[src/rtl/ctrl_pkg.sv]
// Shared definitions for the multi-cycle RV32 control unit.
//   state_t  : FSM states of mc_controller
//   iclass_t : instruction class produced by inst_decode
//   ALU_*    : aluop encodings driven to the datapath
//   OP_*     : RV32 major opcodes recognised by the decoder
//   WB_*     : write-back mux select codes
package ctrl_pkg;

  typedef enum logic [2:0] {
    ST_FETCH  = 3'd0,
    ST_DECODE = 3'd1,
    ST_EXEC   = 3'd2,
    ST_MEM    = 3'd3,
    ST_MULDIV = 3'd4,
    ST_WB     = 3'd5,
    ST_TRAP   = 3'd6
  } state_t;

  typedef enum logic [2:0] {
    CL_ALU    = 3'd0,
    CL_LOAD   = 3'd1,
    CL_STORE  = 3'd2,
    CL_BRANCH = 3'd3,
    CL_JUMP   = 3'd4,
    CL_CSR    = 3'd5,
    CL_MULDIV = 3'd6
  } iclass_t;

  localparam logic [4:0] ALU_ADD  = 5'd0;
  localparam logic [4:0] ALU_SUB  = 5'd1;
  localparam logic [4:0] ALU_SLL  = 5'd2;
  localparam logic [4:0] ALU_SLT  = 5'd3;
  localparam logic [4:0] ALU_SLTU = 5'd4;
  localparam logic [4:0] ALU_XOR  = 5'd5;
  localparam logic [4:0] ALU_SRL  = 5'd6;
  localparam logic [4:0] ALU_SRA  = 5'd7;
  localparam logic [4:0] ALU_OR   = 5'd8;
  localparam logic [4:0] ALU_AND  = 5'd9;

  localparam logic [6:0] OP_R      = 7'b0110011;
  localparam logic [6:0] OP_IMM    = 7'b0010011;
  localparam logic [6:0] OP_LOAD   = 7'b0000011;
  localparam logic [6:0] OP_STORE  = 7'b0100011;
  localparam logic [6:0] OP_BRANCH = 7'b1100011;
  localparam logic [6:0] OP_JAL    = 7'b1101111;
  localparam logic [6:0] OP_JALR   = 7'b1100111;
  localparam logic [6:0] OP_LUI    = 7'b0110111;
  localparam logic [6:0] OP_AUIPC  = 7'b0010111;
  localparam logic [6:0] OP_SYSTEM = 7'b1110011;

  localparam logic [6:0] F7_BASE   = 7'b0000000;
  localparam logic [6:0] F7_ALT    = 7'b0100000;
  localparam logic [6:0] F7_MULDIV = 7'b0000001;

  localparam logic [1:0] WB_ALU = 2'b00;
  localparam logic [1:0] WB_MEM = 2'b01;
  localparam logic [1:0] WB_PC4 = 2'b10;
  localparam logic [1:0] WB_CSR = 2'b11;

  // Integer ALU op for a func3; alt selects SUB/SRA (func7 = 0100000).
  function automatic logic [4:0] alu_from_f3(input logic [2:0] f3, input logic alt);
    logic [4:0] r;
    case (f3)
      3'b000:  r = alt ? ALU_SUB : ALU_ADD;
      3'b001:  r = ALU_SLL;
      3'b010:  r = ALU_SLT;
      3'b011:  r = ALU_SLTU;
      3'b100:  r = ALU_XOR;
      3'b101:  r = alt ? ALU_SRA : ALU_SRL;
      3'b110:  r = ALU_OR;
      default: r = ALU_AND;
    endcase
    return r;
  endfunction

endpackage

[src/rtl/inst_decode.sv]
// Combinational instruction decoder.
// Maps the IR fields to an instruction class, ALU operation, operand-B
// select and an illegal flag.
//   i_opcode, i_func3, i_func7 : IR fields
//   o_class   : instruction class (ctrl_pkg::iclass_t)
//   o_aluop   : ALU operation code
//   o_sel_b   : 1 = immediate operand
//   o_illegal : instruction is not decodable with the current parameters
module inst_decode
  import ctrl_pkg::*;
#(
  parameter int unsigned MULDIV_EN = 1,
  parameter int unsigned CSR_EN    = 1
) (
  input  logic [6:0] i_opcode,
  input  logic [2:0] i_func3,
  input  logic [6:0] i_func7,
  output iclass_t    o_class,
  output logic [4:0] o_aluop,
  output logic       o_sel_b,
  output logic       o_illegal
);

  always_comb begin
    o_class   = CL_ALU;
    o_aluop   = ALU_ADD;
    o_sel_b   = 1'b0;
    o_illegal = 1'b0;
    case (i_opcode)
      OP_R: begin
        if (i_func7 == F7_BASE) begin
          o_aluop = alu_from_f3(i_func3, 1'b0);
        end else if (i_func7 == F7_ALT && (i_func3 == 3'b000 || i_func3 == 3'b101)) begin
          o_aluop = alu_from_f3(i_func3, 1'b1);
        end else if (i_func7 == F7_MULDIV && MULDIV_EN != 0) begin
          o_class = CL_MULDIV;
          o_aluop = {2'b10, i_func3};
        end else begin
          o_illegal = 1'b1;
        end
      end
      OP_IMM: begin
        o_sel_b = 1'b1;
        case (i_func3)
          // Shift-immediates carry func7 in imm[11:5]; everything else is plain immediate.
          3'b001: begin
            if (i_func7 == F7_BASE) o_aluop = ALU_SLL;
            else                    o_illegal = 1'b1;
          end
          3'b101: begin
            if (i_func7 == F7_BASE)     o_aluop = ALU_SRL;
            else if (i_func7 == F7_ALT) o_aluop = ALU_SRA;
            else                        o_illegal = 1'b1;
          end
          default: o_aluop = alu_from_f3(i_func3, 1'b0);
        endcase
      end
      OP_LOAD: begin
        o_class = CL_LOAD;
        o_sel_b = 1'b1;
      end
      OP_STORE: begin
        o_class = CL_STORE;
        o_sel_b = 1'b1;
      end
      OP_BRANCH: begin
        o_class = CL_BRANCH;
        o_aluop = ALU_SUB;
      end
      OP_JAL, OP_JALR: begin
        o_class = CL_JUMP;
        o_sel_b = 1'b1;
      end
      OP_LUI, OP_AUIPC: begin
        o_sel_b = 1'b1;
      end
      OP_SYSTEM: begin
        if (i_func3 != 3'b000 && CSR_EN != 0) o_class = CL_CSR;
        else                                  o_illegal = 1'b1;
      end
      default: o_illegal = 1'b1;
    endcase

    // Illegal instructions present a neutral op so nothing downstream sees stale codes.
    if (o_illegal) begin
      o_class = CL_ALU;
      o_aluop = ALU_ADD;
      o_sel_b = 1'b0;
    end
  end

endmodule

[src/rtl/mc_controller.sv]
// Multi-cycle RV32I(+M, +Zicsr) control FSM.
// Sequences FETCH -> DECODE -> EXEC/MULDIV -> MEM -> WB and drives the
// datapath strobes; illegal instructions park the FSM in TRAP until reset.
//   clk, rst_n          : clock, asynchronous active-low reset
//   opcode/func3/func7  : IR fields (stable after ir_en)
//   mem_ready, br_taken : memory acknowledge, branch comparator result
//   aluop, sel_B        : ALU op and operand-B select (DECODE..WB)
//   rf_en, ir_en, pc_en, pc_sel, mem_req, mem_we, wb_sel, csr_we : strobes
//   illegal             : high while in TRAP
module mc_controller
  import ctrl_pkg::*;
#(
  parameter int unsigned MULDIV_EN  = 1,
  parameter int unsigned MULDIV_LAT = 4,
  parameter int unsigned CSR_EN     = 1
) (
  input  logic       clk,
  input  logic       rst_n,
  input  logic [6:0] opcode,
  input  logic [2:0] func3,
  input  logic [6:0] func7,
  input  logic       mem_ready,
  input  logic       br_taken,
  output logic [4:0] aluop,
  output logic       sel_B,
  output logic       rf_en,
  output logic       ir_en,
  output logic       pc_en,
  output logic       pc_sel,
  output logic       mem_req,
  output logic       mem_we,
  output logic [1:0] wb_sel,
  output logic       csr_we,
  output logic       illegal
);

  localparam logic [3:0] CNT_LOAD = 4'(MULDIV_LAT - 1);

  state_t     r_state;
  state_t     w_next;
  logic [3:0] r_cnt;
  // Low from reset until the first clock edge: keeps FETCH quiet until then.
  logic       r_run;

  iclass_t    w_class;
  logic [4:0] w_aluop;
  logic       w_sel_b;
  logic       w_illegal;

  inst_decode #(
    .MULDIV_EN (MULDIV_EN),
    .CSR_EN    (CSR_EN)
  ) u_dec (
    .i_opcode  (opcode),
    .i_func3   (func3),
    .i_func7   (func7),
    .o_class   (w_class),
    .o_aluop   (w_aluop),
    .o_sel_b   (w_sel_b),
    .o_illegal (w_illegal)
  );

  always_ff @(posedge clk or negedge rst_n) begin
    if (!rst_n) begin
      r_state <= ST_FETCH;
      r_run   <= 1'b0;
    end else begin
      r_state <= w_next;
      r_run   <= 1'b1;
    end
  end

  // Loaded on DECODE->MULDIV; WB is taken in the cycle it reads 0.
  always_ff @(posedge clk or negedge rst_n) begin
    if (!rst_n) begin
      r_cnt <= 4'd0;
    end else if (r_state == ST_DECODE && w_next == ST_MULDIV) begin
      r_cnt <= CNT_LOAD;
    end else if (r_state == ST_MULDIV && r_cnt != 4'd0) begin
      r_cnt <= r_cnt - 4'd1;
    end
  end

  always_comb begin
    w_next = r_state;
    case (r_state)
      ST_FETCH:  if (r_run && mem_ready) w_next = ST_DECODE;
      ST_DECODE: begin
        if (w_illegal)                  w_next = ST_TRAP;
        else if (w_class == CL_MULDIV)  w_next = ST_MULDIV;
        else                            w_next = ST_EXEC;
      end
      ST_EXEC: begin
        case (w_class)
          CL_LOAD, CL_STORE: w_next = ST_MEM;
          CL_BRANCH:         w_next = ST_FETCH;
          default:           w_next = ST_WB;
        endcase
      end
      ST_MEM: begin
        if (mem_ready) w_next = (w_class == CL_STORE) ? ST_FETCH : ST_WB;
      end
      ST_MULDIV: if (r_cnt == 4'd0) w_next = ST_WB;
      ST_WB:     w_next = ST_FETCH;
      ST_TRAP:   w_next = ST_TRAP;
      default:   w_next = ST_FETCH;
    endcase
  end

  always_comb begin
    aluop   = ALU_ADD;
    sel_B   = 1'b0;
    rf_en   = 1'b0;
    ir_en   = 1'b0;
    pc_en   = 1'b0;
    pc_sel  = 1'b0;
    mem_req = 1'b0;
    mem_we  = 1'b0;
    wb_sel  = WB_ALU;
    csr_we  = 1'b0;
    illegal = 1'b0;

    if (r_state == ST_DECODE || r_state == ST_EXEC || r_state == ST_MEM ||
        r_state == ST_MULDIV || r_state == ST_WB) begin
      aluop = w_aluop;
      sel_B = w_sel_b;
    end

    case (r_state)
      ST_FETCH: begin
        mem_req = r_run;
        ir_en   = r_run & mem_ready;
      end
      ST_EXEC: begin
        if (w_class == CL_BRANCH) begin
          pc_en  = 1'b1;
          pc_sel = br_taken;
        end
      end
      ST_MEM: begin
        mem_req = 1'b1;
        mem_we  = (w_class == CL_STORE);
        pc_en   = (w_class == CL_STORE) & mem_ready;
      end
      ST_WB: begin
        rf_en = 1'b1;
        pc_en = 1'b1;
        case (w_class)
          CL_LOAD: wb_sel = WB_MEM;
          CL_JUMP: begin
            wb_sel = WB_PC4;
            pc_sel = 1'b1;
          end
          CL_CSR: begin
            wb_sel = WB_CSR;
            csr_we = 1'b1;
          end
          default: wb_sel = WB_ALU;
        endcase
      end
      ST_TRAP: illegal = 1'b1;
      default: ;
    endcase
  end

endmodule
[config.mk]
export PLATFORM = sky130hd
export DESIGN_NAME = mc_controller
export DESIGN_NICKNAME = d
export VERILOG_FILES = /design/src/rtl/ctrl_pkg.sv /design/src/rtl/inst_decode.sv /design/src/rtl/mc_controller.sv
export SDC_FILE = /design/constraint.sdc
export NUM_CORES = 1
export LEC_CHECK = 0
export CAP_MARGIN = 20
export CELL_PAD_IN_SITES_DETAIL_PLACEMENT = 0
export CELL_PAD_IN_SITES_GLOBAL_PLACEMENT = 2
export CORE_MARGIN = 2
export CORE_UTILIZATION = 26
export DETAILED_ROUTE_END_ITERATION = 16
export PLACE_DENSITY = 0.91
export SLEW_MARGIN = 20
export SYNTH_ARGS = -nofsm -noshare
export SYNTH_HDL_FRONTEND = slang
export SYNTH_HIERARCHICAL = 1
export SYNTH_SLANG_ARGS = --single-unit
[constraint.sdc]
create_clock -name clk -period 2.3 [get_ports clk]
set_clock_uncertainty 0.05 [all_clocks]
set_input_delay 0.23 -clock clk [delete_from_list [all_inputs] [get_ports clk]]
set_output_delay 0.23 -clock clk [all_outputs]
set_load 0.02 [all_outputs]
==> qor_table.md <==
| Quantity | Reported |
|:---|:---|
| Outcome | complete, no violations |
| Power per standard cell area | 519 nW/um^2 |
| Data arrival time at the worst-slack endpoint | 1.93 ns |
| Total number of yosys warnings | 6 |
| Total of endpoints with negative setup slack in the final report | 0 |
| Post-layout min period | 2.21 ns |
| Kind of end point of the critical path | primary output |
| Total congestion overflow after global routing | 0 |
| Portion of synthesized cell area occupied by the leading cell type | 16.0% |
| Final weighted congestion in routability-driven placement | 0.836 |
| Initial core utilization | 26.6% |
| Number of storage elements in the synthesis netlist | 8 |
| CP Launch Point | func7[0] |
| Number of distinct library cells after synthesis | 55 |
| Final core occ | 46.3% |
| Most common cell after layout, fill and taps aside | sky130_fd_sc_hd__buf_4 |
| Worst hold path type | in2async |
| Required time reported for the critical path endpoint | 2.02 ns |
| Dominant register cell in the synthesized netlist | sky130_fd_sc_hd__dfrtp_1 |
| Global-route wire length before repair | 6.47 mm |
| Highest ir drop seen on vdd | 0.254 mV |
| Post-synthesis async set-or-reset flop share | 100% |
| I/O pin total | 37 |
| Detailed-router iteration count before antenna repair | 4 |
| Pin count of the biggest net entering global routing | 15 |
| Root buffer cell | sky130_fd_sc_hd__clkbuf_8 |
| Reg2Reg Setup Slack | 0.66 ns |
| Drt first-iter violations | 92 |
| Reg-to-reg endpoint | r_cnt[3] |
| Routed via count divided by cell count | 4.97 |
| Die extent in y | 73.3 um |
| Leading post-synthesis cells by cell area | sky130_fd_sc_hd__dfrtp_1 16%, sky130_fd_sc_hd__and2_1 5.5%, sky130_fd_sc_hd__o21ai_0 4.4%, sky130_fd_sc_hd__nand3_1 4.0%, sky130_fd_sc_hd__nand3b_1 3.6% |
| DIE WIDTH | 73.3 um |
| Detail Placement HPWL | 2.86 mm |
| Row count | 25 |
| Vias after detailed routing | 1,541 |
| Initial antenna violation count | 0 |
| Worst Path Class, Setup | in2out |
| Number of global-route vias before repair | 1,442 |
| Clock slew at reported path FFs | 0.04 ns |
| Portion of the post-synthesis area used by sequential elements | 16.0% |
| Ratio of final minimum period to clock period | 96.3% |
| Number of pins with negative max-slew slack in the final report | 0 |
| Nets | 280 |
| CTS HTree Levels | 1 |
| Floorplan die area | 5370 sq um |
| Synthesized area per cell | 7.22 sq um |
| Overall routed net length | 3.88 mm |
| Final Instance Count excl. Fillers | 310 |
| Number of buffer cells added on primary ports | 36 |
| Number of nets still failing antenna checks after routing | 0 |
| Startpoint kind of the worst setup timing path | input pin |
| Total standard cell area after synthesis | 1250 sq um |
| Total core area | 4690 sq um |
| Clock Tree Buf Depth | 2 |
| Insertion delay of the later-clocked pin in the worst-skew pair | 0.22 ns |
| Num Clock Sinks | 8 |
| Commonest cells after routing, fill and taps aside | 52 x sky130_fd_sc_hd__buf_4, 11 x sky130_fd_sc_hd__and2_1, 11 x sky130_fd_sc_hd__o21ai_0, 10 x sky130_fd_sc_hd__nor2_1 |
| Number of cells on the worst reg-to-reg path | 4 |
| Worst-path fanout max | 3 |
| Total clock buffers created by CTS | 3 |
| Leak Pwr | 0.996 nW |
| Final hold viol count | 0 |
| Layout cells sized above 1 | 38.7% |
| TritonCTS clock tree | built |
| Nets in the synthesized netlist | 195 |
| Total negative slack for setup checks | 0 ns |
| Highest achievable clock rate | 0.452 GHz |
| Cell count after synthesis | 173 |
| Number of antenna diodes | 0 |
| Fillcell total | 476 |
| Footprint of the multi-input gates | 1060 sq um |
| EDFF count, synth | 0 |
| Wire length per cell after detailed routing | 12.5 um |
| Post-synth top area cell | sky130_fd_sc_hd__dfrtp_1 |
| Synthesis-to-layout area growth | 74.0% |
| Total global-route track usage | 14.8% |
| Number of placed cells counting well taps | 296 |
| DRC violations left | 0 |
| MaxCap Viol Count | 0 |
| Worst reg2reg path startpoint | r_state[0] |
| Seq. cell area | 200 sq um |
[where the power goes]
| group | internal [mW] | switching [mW] | total (mW) |
|---|---|---|---|
| logic | 0.349 | 0.345 | 0.694 |
| registers | 0.204 | 0.0659 | 0.270 |
| clock network | 0.113 | 0.0513 | 0.164 |
[final cells by class]
class,instances,area share [%]
Multi-Input combinational cell,144,48.9
Sequential cell,8,9.21
Timing Repair Buffer,92,35.3
Inverter,9,1.55
Tap cell,54,3.11
Clock buffer,3,1.90
[worst max-delay path by stage]
stage | to | slack [ns]
global route | pc_en | -0.007
floorplan | pc_en | 0.08
global placement | pc_sel | -0.67
detailed placement | pc_sel | -0.71
finish | aluop[1] | 0.09
CTS | r_state[0] | -0.05
[synthesized netlist by cell type, types with 5 or more instances]
cell type                  number
sky130_fd_sc_hd__a21oi_1        7
sky130_fd_sc_hd__and2_1        11
sky130_fd_sc_hd__clkbuf_1       7
sky130_fd_sc_hd__dfrtp_1        8
sky130_fd_sc_hd__inv_1          9
sky130_fd_sc_hd__nand2_1       10
sky130_fd_sc_hd__nand3_1       10
sky130_fd_sc_hd__nand3b_1       6
sky130_fd_sc_hd__nor2_1        12
sky130_fd_sc_hd__nor2b_1        6
sky130_fd_sc_hd__nor3_1         6
sky130_fd_sc_hd__nor3b_1        5
sky130_fd_sc_hd__o21ai_0       11
[worst max-delay path: stages]
cell                              delay, ns
sky130_fd_sc_hd__clkdlybuf4s50_1       0.43
sky130_fd_sc_hd__buf_4                 0.16
sky130_fd_sc_hd__nor2_4                0.11
sky130_fd_sc_hd__nand3_2               0.09
sky130_fd_sc_hd__or4_1                 0.47
sky130_fd_sc_hd__a31oi_1               0.17
sky130_fd_sc_hd__and2_1                0.15
sky130_fd_sc_hd__buf_6                 0.11
[per-stage QoR]
stage,cell area [sq um],worst slack [ns],power (mW),hold slack [ns]
2_1_floorplan,1250,0.0804,0.685,-0.116
3_3_place_gp,1960,-0.667,0.947,0.414
3_5_place_dp,1960,-0.706,0.950,0.415
4_1_cts,2120,-0.0470,1.12,0.242
5_1_grt,2170,-0.00682,1.24,0.264
6_report,2170,0.0856,1.13,0.236
[per-layer routing]
layer  wire [um]  vias up  part of all wire (%)  GRT usage, %
met5           0        -                     0             0
met4          24        0                  0.62          2.63
met3          92        2                   2.4          1.23
met2        1920       27                    50          25.2
met1        1840      710                    47          20.6
li1            -      802                     -             -
[flip-flops by register name, indices dropped and copies added (netlist names)]
| name | count |
|---|---|
| r_cnt | 4 |
| r_run | 1 |
| r_state | 3 |
[kinds of logic after synthesis]
logic type | Yosys count | synth area share [%]
mux | 5 | 4.11
other cells | 1 | 0.300
buf+inv | 21 | 7.31
compound gates | 39 | 20.9
xor+xnor | 3 | 2.10
simple gates | 95 | 48.2
flops | 8 | 16.0
fa+ha+maj | 1 | 1.00
[repair_timing]
| item | in CTS | in global routing |
|---|---|---|
| pin swaps | 15 | 12 |
| hold buffers | 0 | 0 |
| buffers inserted | 12 | 0 |
| setup endpoints to repair | 18 | 17 |
| gates resized for setup | 74 | 36 |
Power figures use the tool's default switching activity.
